$ cat src/rtl/reg_bank_sequencer.sv
// -----------------------------------------------------------------------------
// reg_bank_sequencer
//
// Purpose: runs one read-out pass over a small register bank (A, B, C).
// A start request latches a 3-bit mask, pulses the load strobes for the
// selected registers, then walks the selected registers in A, B, C order.
// For each one it drives the bank mux select, waits SETTLE cycles, captures
// the mux output and offers it on a valid/ready output port.
//
// Ports:
//   clk         sole clock, rising edge
//   reset       synchronous, active-high
//   start       pass request, only looked at while idle
//   mask[2:0]   bit0=A, bit1=B, bit2=C, latched together with start
//   ld_a/b/c    one-cycle load strobes to the register bank
//   output_sel  bank mux select: 00=A, 01=B, 10=C, 11=zeros (parked)
//   data_in     bank mux output
//   word_out    captured word
//   word_tag    select value the word was captured under
//   word_valid  / word_ready  output handshake
//   last        marks the final word of a pass (qualified by word_valid)
//   busy        high whenever a pass is in progress
//   done        one-cycle pulse closing a pass
//   dbg_state   current FSM state, for observation only
//
// Handshake: a word transfers on every rising edge where word_valid and
// word_ready are both 1. Once word_valid rises, word_out, word_tag and last
// hold their values until that transfer edge; word_valid never drops
// without a transfer (except on reset).
// -----------------------------------------------------------------------------
module reg_bank_sequencer #(
  parameter int SETTLE = 1
) (
  input  logic        clk,
  input  logic        reset,
  input  logic        start,
  input  logic [2:0]  mask,
  output logic        ld_a,
  output logic        ld_b,
  output logic        ld_c,
  output logic [1:0]  output_sel,
  input  logic [15:0] data_in,
  output logic [15:0] word_out,
  output logic [1:0]  word_tag,
  output logic        word_valid,
  input  logic        word_ready,
  output logic        last,
  output logic        busy,
  output logic        done,
  output logic [2:0]  dbg_state
);

  typedef enum logic [2:0] {
    IDLE   = 3'd0,
    LOAD   = 3'd1,
    SELECT = 3'd2,
    SEND   = 3'd3,
    DONE   = 3'd4
  } state_t;

  localparam logic [3:0] SETTLE_LAST = 4'(SETTLE - 1);
  localparam logic [1:0] SEL_PARK    = 2'b11;

  state_t     state;
  logic [2:0] rem;         // registers still to be read in this pass
  logic [3:0] settle_cnt;
  logic [2:0] rem_after;   // rem with the register currently selected removed

  // Lowest-index set bit of m; 11 when nothing is left.
  function automatic logic [1:0] lowest(input logic [2:0] m);
    if (m[0])      return 2'b00;
    else if (m[1]) return 2'b01;
    else if (m[2]) return 2'b10;
    else           return 2'b11;
  endfunction

  // One-hot mask bit for a select value; the parked select maps to nothing.
  function automatic logic [2:0] sel_bit(input logic [1:0] s);
    case (s)
      2'b00:   return 3'b001;
      2'b01:   return 3'b010;
      2'b10:   return 3'b100;
      default: return 3'b000;
    endcase
  endfunction

  assign rem_after = rem & ~sel_bit(output_sel);
  assign dbg_state = state;

  always_ff @(posedge clk) begin
    if (reset) begin
      state      <= IDLE;
      rem        <= 3'b000;
      settle_cnt <= 4'd0;
      ld_a       <= 1'b0;
      ld_b       <= 1'b0;
      ld_c       <= 1'b0;
      output_sel <= SEL_PARK;
      word_out   <= 16'h0000;
      word_tag   <= 2'b00;
      word_valid <= 1'b0;
      last       <= 1'b0;
      busy       <= 1'b0;
      done       <= 1'b0;
    end else begin
      // Strobes default low so they only ever last one cycle.
      ld_a <= 1'b0;
      ld_b <= 1'b0;
      ld_c <= 1'b0;
      done <= 1'b0;
      case (state)
        IDLE: begin
          if (start) begin
            busy <= 1'b1;
            if (mask != 3'b000) begin
              rem   <= mask;
              ld_a  <= mask[0];
              ld_b  <= mask[1];
              ld_c  <= mask[2];
              state <= LOAD;
            end else begin
              done  <= 1'b1;
              state <= DONE;
            end
          end
        end
        LOAD: begin
          output_sel <= lowest(rem);
          settle_cnt <= 4'd0;
          state      <= SELECT;
        end
        SELECT: begin
          if (settle_cnt == SETTLE_LAST) begin
            // Only register C is a full 16-bit word; A and B are bytes.
            word_out   <= (output_sel == 2'b10) ? data_in : {8'h00, data_in[7:0]};
            word_tag   <= output_sel;
            last       <= (rem_after == 3'b000);
            word_valid <= 1'b1;
            state      <= SEND;
          end else begin
            settle_cnt <= settle_cnt + 4'd1;
          end
        end
        SEND: begin
          if (word_ready) begin
            word_valid <= 1'b0;
            last       <= 1'b0;
            rem        <= rem_after;
            if (rem_after != 3'b000) begin
              output_sel <= lowest(rem_after);
              settle_cnt <= 4'd0;
              state      <= SELECT;
            end else begin
              output_sel <= SEL_PARK;
              done       <= 1'b1;
              state      <= DONE;
            end
          end
        end
        DONE: begin
          busy  <= 1'b0;
          state <= IDLE;
        end
        default: begin
          busy       <= 1'b0;
          output_sel <= SEL_PARK;
          word_valid <= 1'b0;
          state      <= IDLE;
        end
      endcase
    end
  end

endmodule

$ cat config.mk
export PLATFORM = sky130hd
export DESIGN_NAME = reg_bank_sequencer
export DESIGN_NICKNAME = d
export VERILOG_FILES = /design/src/rtl/reg_bank_sequencer.sv
export SDC_FILE = /design/constraint.sdc
export NUM_CORES = 1
export LEC_CHECK = 0
export CORE_MARGIN = 4
export CORE_UTILIZATION = 43
export CTS_BUF_LIST = sky130_fd_sc_hd__clkbuf_2 sky130_fd_sc_hd__clkbuf_4 sky130_fd_sc_hd__clkbuf_8
export DETAILED_ROUTE_END_ITERATION = 8
export HOLD_SLACK_MARGIN = 0.08
export PLACE_DENSITY = 0.78
export RECOVER_POWER = 25
export SYNTH_ARGS = -nofsm -noshare
export SYNTH_HDL_FRONTEND = slang
export SYNTH_SLANG_ARGS = --single-unit
$ cat constraint.sdc
create_clock -name clk -period 1.65 [get_ports clk]
set_input_delay 0.165 -clock clk [delete_from_list [all_inputs] [get_ports clk]]
set_output_delay 0.165 -clock clk [all_outputs]
set_load 0.03 [all_outputs]
==> parameters.txt <==
Parameter                              Value

Yosys
  Flip-flop cell with the highest count after synthesis    sky130_fd_sc_hd__dfxtp_1
  Number of nets in the synthesized netlist    222
  Distinct cells, synth    44
  Flop and latch count out of synthesis    37
  Fraction of the yosys area taken by sequential cells    0.448
  Number of flops mapped to enable cells by yosys    0
  Ys async rst share    0
  Synthesized area per cell    8.39 sq um
  Number of warnings reported in the yosys synthesis log    0
  Cells after Synth    197
  Cell area after synthesis    1650 sq um

Power and ir drop
  Power density normalized to cell area    950 nW/um^2
  Pint    1.72 mW
  Fraction of power consumed by combinational cells    0.241
  Clock group share of total power    0.348
  Maximum vdd ir drop    0.655 mV
  Leakage power figure    0.947 nW
  Sequential fraction of design power    0.411
  Switching share of total power    0.279
  Switch Pwr    0.667 mW

Die
  FP Rows    22
  Boundary pin count    53
  Die X    70 um
  Initial Util    0.448
  Height of the die    70 um
  Overall die area    4900 sq um
  Core footprint    3690 sq um

Clock network
  Clk slew on worst S/H paths    0.07 ns
  Count of H-tree levels built during CTS    2
  Clk root buf    sky130_fd_sc_hd__clkbuf_8
  Number of buffers created by CTS    5
  TritonCTS clock tree    done
  Clock latency on the worst-skew pair    0.29 ns
  CTS sink cnt    37
  Maximum root-to-sink buffer count    2

Global route
  Largest net degree at the start of global routing    17
  Total grt overflow    0
  Global-route wire length before repair    7150 um
  Initial antenna violation count    0
  Via count of the first global-routing pass    1487
  Tot GR Track Use    0.183

Critical path
  Crit path largest cell delay    0.71 ns
  Biggest fanout along the worst timing path    5
  Cell-by-cell trace of the critical path    clkdlybuf4s50_1
  Type of the setup path with the least slack    flip-flop to output pin
  Data arrival time of the worst path    1.41 ns
  Buf+Inv Stages, Crit Path    1
  Cell with the largest stage delay on the worst path    sky130_fd_sc_hd__clkdlybuf4s50_1
  Required time of the critical path    1.48 ns
  Worst Setup Start Kind    flip-flop
  Sort of element at the end of the critical path    output pin
  Critical path's top delay family    buffers and inverters

STA
  Crit path setup slack, layout    0.0796 ns
  Max-slew violation count    0
  Minimum clock period after layout    1.57 ns
  Slew @ Worst Pin    0.391 ns
  Post-route clock skew    0.00290 ns
  Final Hold Violating Endpoints    0
  Tcrit/Tclk final    0.952
  Max_slew headroom    0.739
  Setup-failing EPs final    0
  Top achievable clock speed    637 MHz
  Fin Hold WS    0.421 ns
  Setup repair after global routing missed its margin    false

Drt
  Routed length per instance    14.0 um
  Final routed wirelength across all metal layers    4450 um
  Pre-antenna DRT Iters    5
  Remaining number of nets flagged by the antenna check after routing    0
  Remaining routing DRC violations    0
  DRC violation total after the first TritonRoute iteration    89
  Via count normalized by instance count    5.32
  DR vias    1687

Layout
  Antenna diode count    0
  Synth-to-Final Area Change    52.4%
  Layout Cell Area excl Fill    2520 sq um
  Commonest cells after routing, fill and taps aside    sky130_fd_sc_hd__clkdlybuf4s50_1 (41), sky130_fd_sc_hd__dfxtp_1 (35), sky130_fd_sc_hd__nand2_1 (30), sky130_fd_sc_hd__a21oi_1 (28), sky130_fd_sc_hd__buf_4 (23)
  Ratio of cells with drive above 1 in the final layout    0.171
  Number of fillers in the final layout    332
  Net total in the final layout    293
  Most common cell after layout, fill and taps aside    sky130_fd_sc_hd__clkdlybuf4s50_1

Placed design
  Routability congestion estimate    0.811
  Worst slack at placement    -0.156 ns
  Number of buffers added on ports    52
  Sum of net half-perimeters after detailed placement    3220 um
  Post-Place Cell Area    2370 sq um

Run
  Maximum Capacitance Violations    0

Outcome
  Status    finished, final reports clean

Min path
  Class of the worst hold path    input port to flip-flop
worst register-to-register path, stage by stage, from the launching register on:
cell                      delay (ns)
sky130_fd_sc_hd__dfxtp_1        0.35
sky130_fd_sc_hd__or4b_4         0.57
sky130_fd_sc_hd__o21ai_1        0.19
sky130_fd_sc_hd__o21ai_0        0.11
sky130_fd_sc_hd__a31o_1         0.22
kinds of logic (layout without fill, tap and decap cells):
logic type | after synthesis | count (layout) | share of synthesized area
compound gates | 60 | 60 | 0.231
xor+xnor | 1 | 1 | 0.00530
fa+ha+maj | 2 | 2 | 0.0151
buf+inv | 21 | 93 | 0.0568
flops | 37 | 37 | 0.448
simple gates | 76 | 76 | 0.244
sequential cells by signal (all words and copies together) (netlist names):
signal and cells:
word_out 16, settle_cnt 4, dbg_state 3, rem 3
output_sel 2, word_tag 2, busy 1, done 1
last 1, ld_a 1, ld_b 1, ld_c 1
word_valid 1
path summary, 6_finish.rpt:
path | startpoint | endpoint | slack, ns | depth (start not counted)
hold / removal | data_in[2] | word_out[2]$_SDFFE_PP0P_ | 0.42 | 3
setup reg to reg | dbg_state[2]$_SDFFE_PP0P_ | rem[0]$_SDFFE_PP0P_ | 0.11 | 4
hold reg to reg | word_out[10]$_SDFFE_PP0P_ | word_out[10]$_SDFFE_PP0P_ | 0.45 | 2
setup / recovery | dbg_state[0]$_SDFFE_PP0P_ | dbg_state[0] | 0.08 | 1
power groups by stage:
stage	Clock [mW]	Sequential (mW)	Combinational (mW)
4_1_cts	0.849	0.983	0.568
3_3_place_gp	0	1.00	0.568
3_5_place_dp	0	1.00	0.569
5_1_grt	0.888	0.991	0.620
6_report	0.832	0.983	0.576
2_1_floorplan	0	1.08	0.226
metal layers:
| metal | track usage | wire (um) |
|---|---|---|
| met1 | 0.235 | 1950 |
| met2 | 0.283 | 2190 |
| met3 | 0.0518 | 222 |
| met5 | 0 | 0 |
| met4 | 0.0830 | 80 |
cell usage after synthesis (2+ instances only):
master                      n  area, sq um
sky130_fd_sc_hd__inv_1      7         26.3
sky130_fd_sc_hd__o21ai_1    2         10.0
sky130_fd_sc_hd__and2_1     4         25.0
sky130_fd_sc_hd__buf_2      6         30.0
sky130_fd_sc_hd__clkbuf_1   5         18.8
sky130_fd_sc_hd__nand2_1   30          113
sky130_fd_sc_hd__a21oi_1   28          140
sky130_fd_sc_hd__ha_1       2         25.0
sky130_fd_sc_hd__nor2_1     7         26.3
sky130_fd_sc_hd__a31oi_1    2         12.5
sky130_fd_sc_hd__dfxtp_1   37          741
sky130_fd_sc_hd__nor2b_1    2         12.5
sky130_fd_sc_hd__nor3_1     5         25.0
sky130_fd_sc_hd__nand2b_1   4         25.0
sky130_fd_sc_hd__buf_1      2         7.51
sky130_fd_sc_hd__a31o_1     3         26.3
sky130_fd_sc_hd__nor3b_1    3         22.5
sky130_fd_sc_hd__o32a_1     2         20.0
sky130_fd_sc_hd__a211oi_1   4         30.0
sky130_fd_sc_hd__nand3_1    9         45.0
sky130_fd_sc_hd__nand3b_1   2         15.0
sky130_fd_sc_hd__o21ai_0    9         45.0
timing repair:
| action | CTS | global route |
|---|---|---|
| setup buffers | 0 | 1 |
| endpoints found under the hold margin | 0 | 0 |
| setup endpoints to repair | 3 | 11 |
| gates resized for setup | 3 | 8 |
| pin swaps | 0 | 2 |
| hold buffers | 0 | 0 |
final cells by class:
class                      instances  area (sq um)  area share
sequential                        37           743       0.295
timing repair buffer              78           726       0.288
clock buffer                       7          90.1      0.0358
multi-input combinational        139           843       0.335
tap                               48          60.1      0.0238
inverter                           7          26.3      0.0104
clock inverter                     1          30.0      0.0119
per-stage QoR:
stage	total power, mW	TNS (ns)	std cells	utilization
CTS	2.40	0	316	0.674
floorplan	1.31	0	197	-
global route	2.50	0	317	0.683
finish	2.39	0	317	0.683
global placement	1.57	-0.478	308	0.642
detailed placement	1.57	-0.561	308	0.642
No activity file was read; power rests on OpenSTA's default activity.
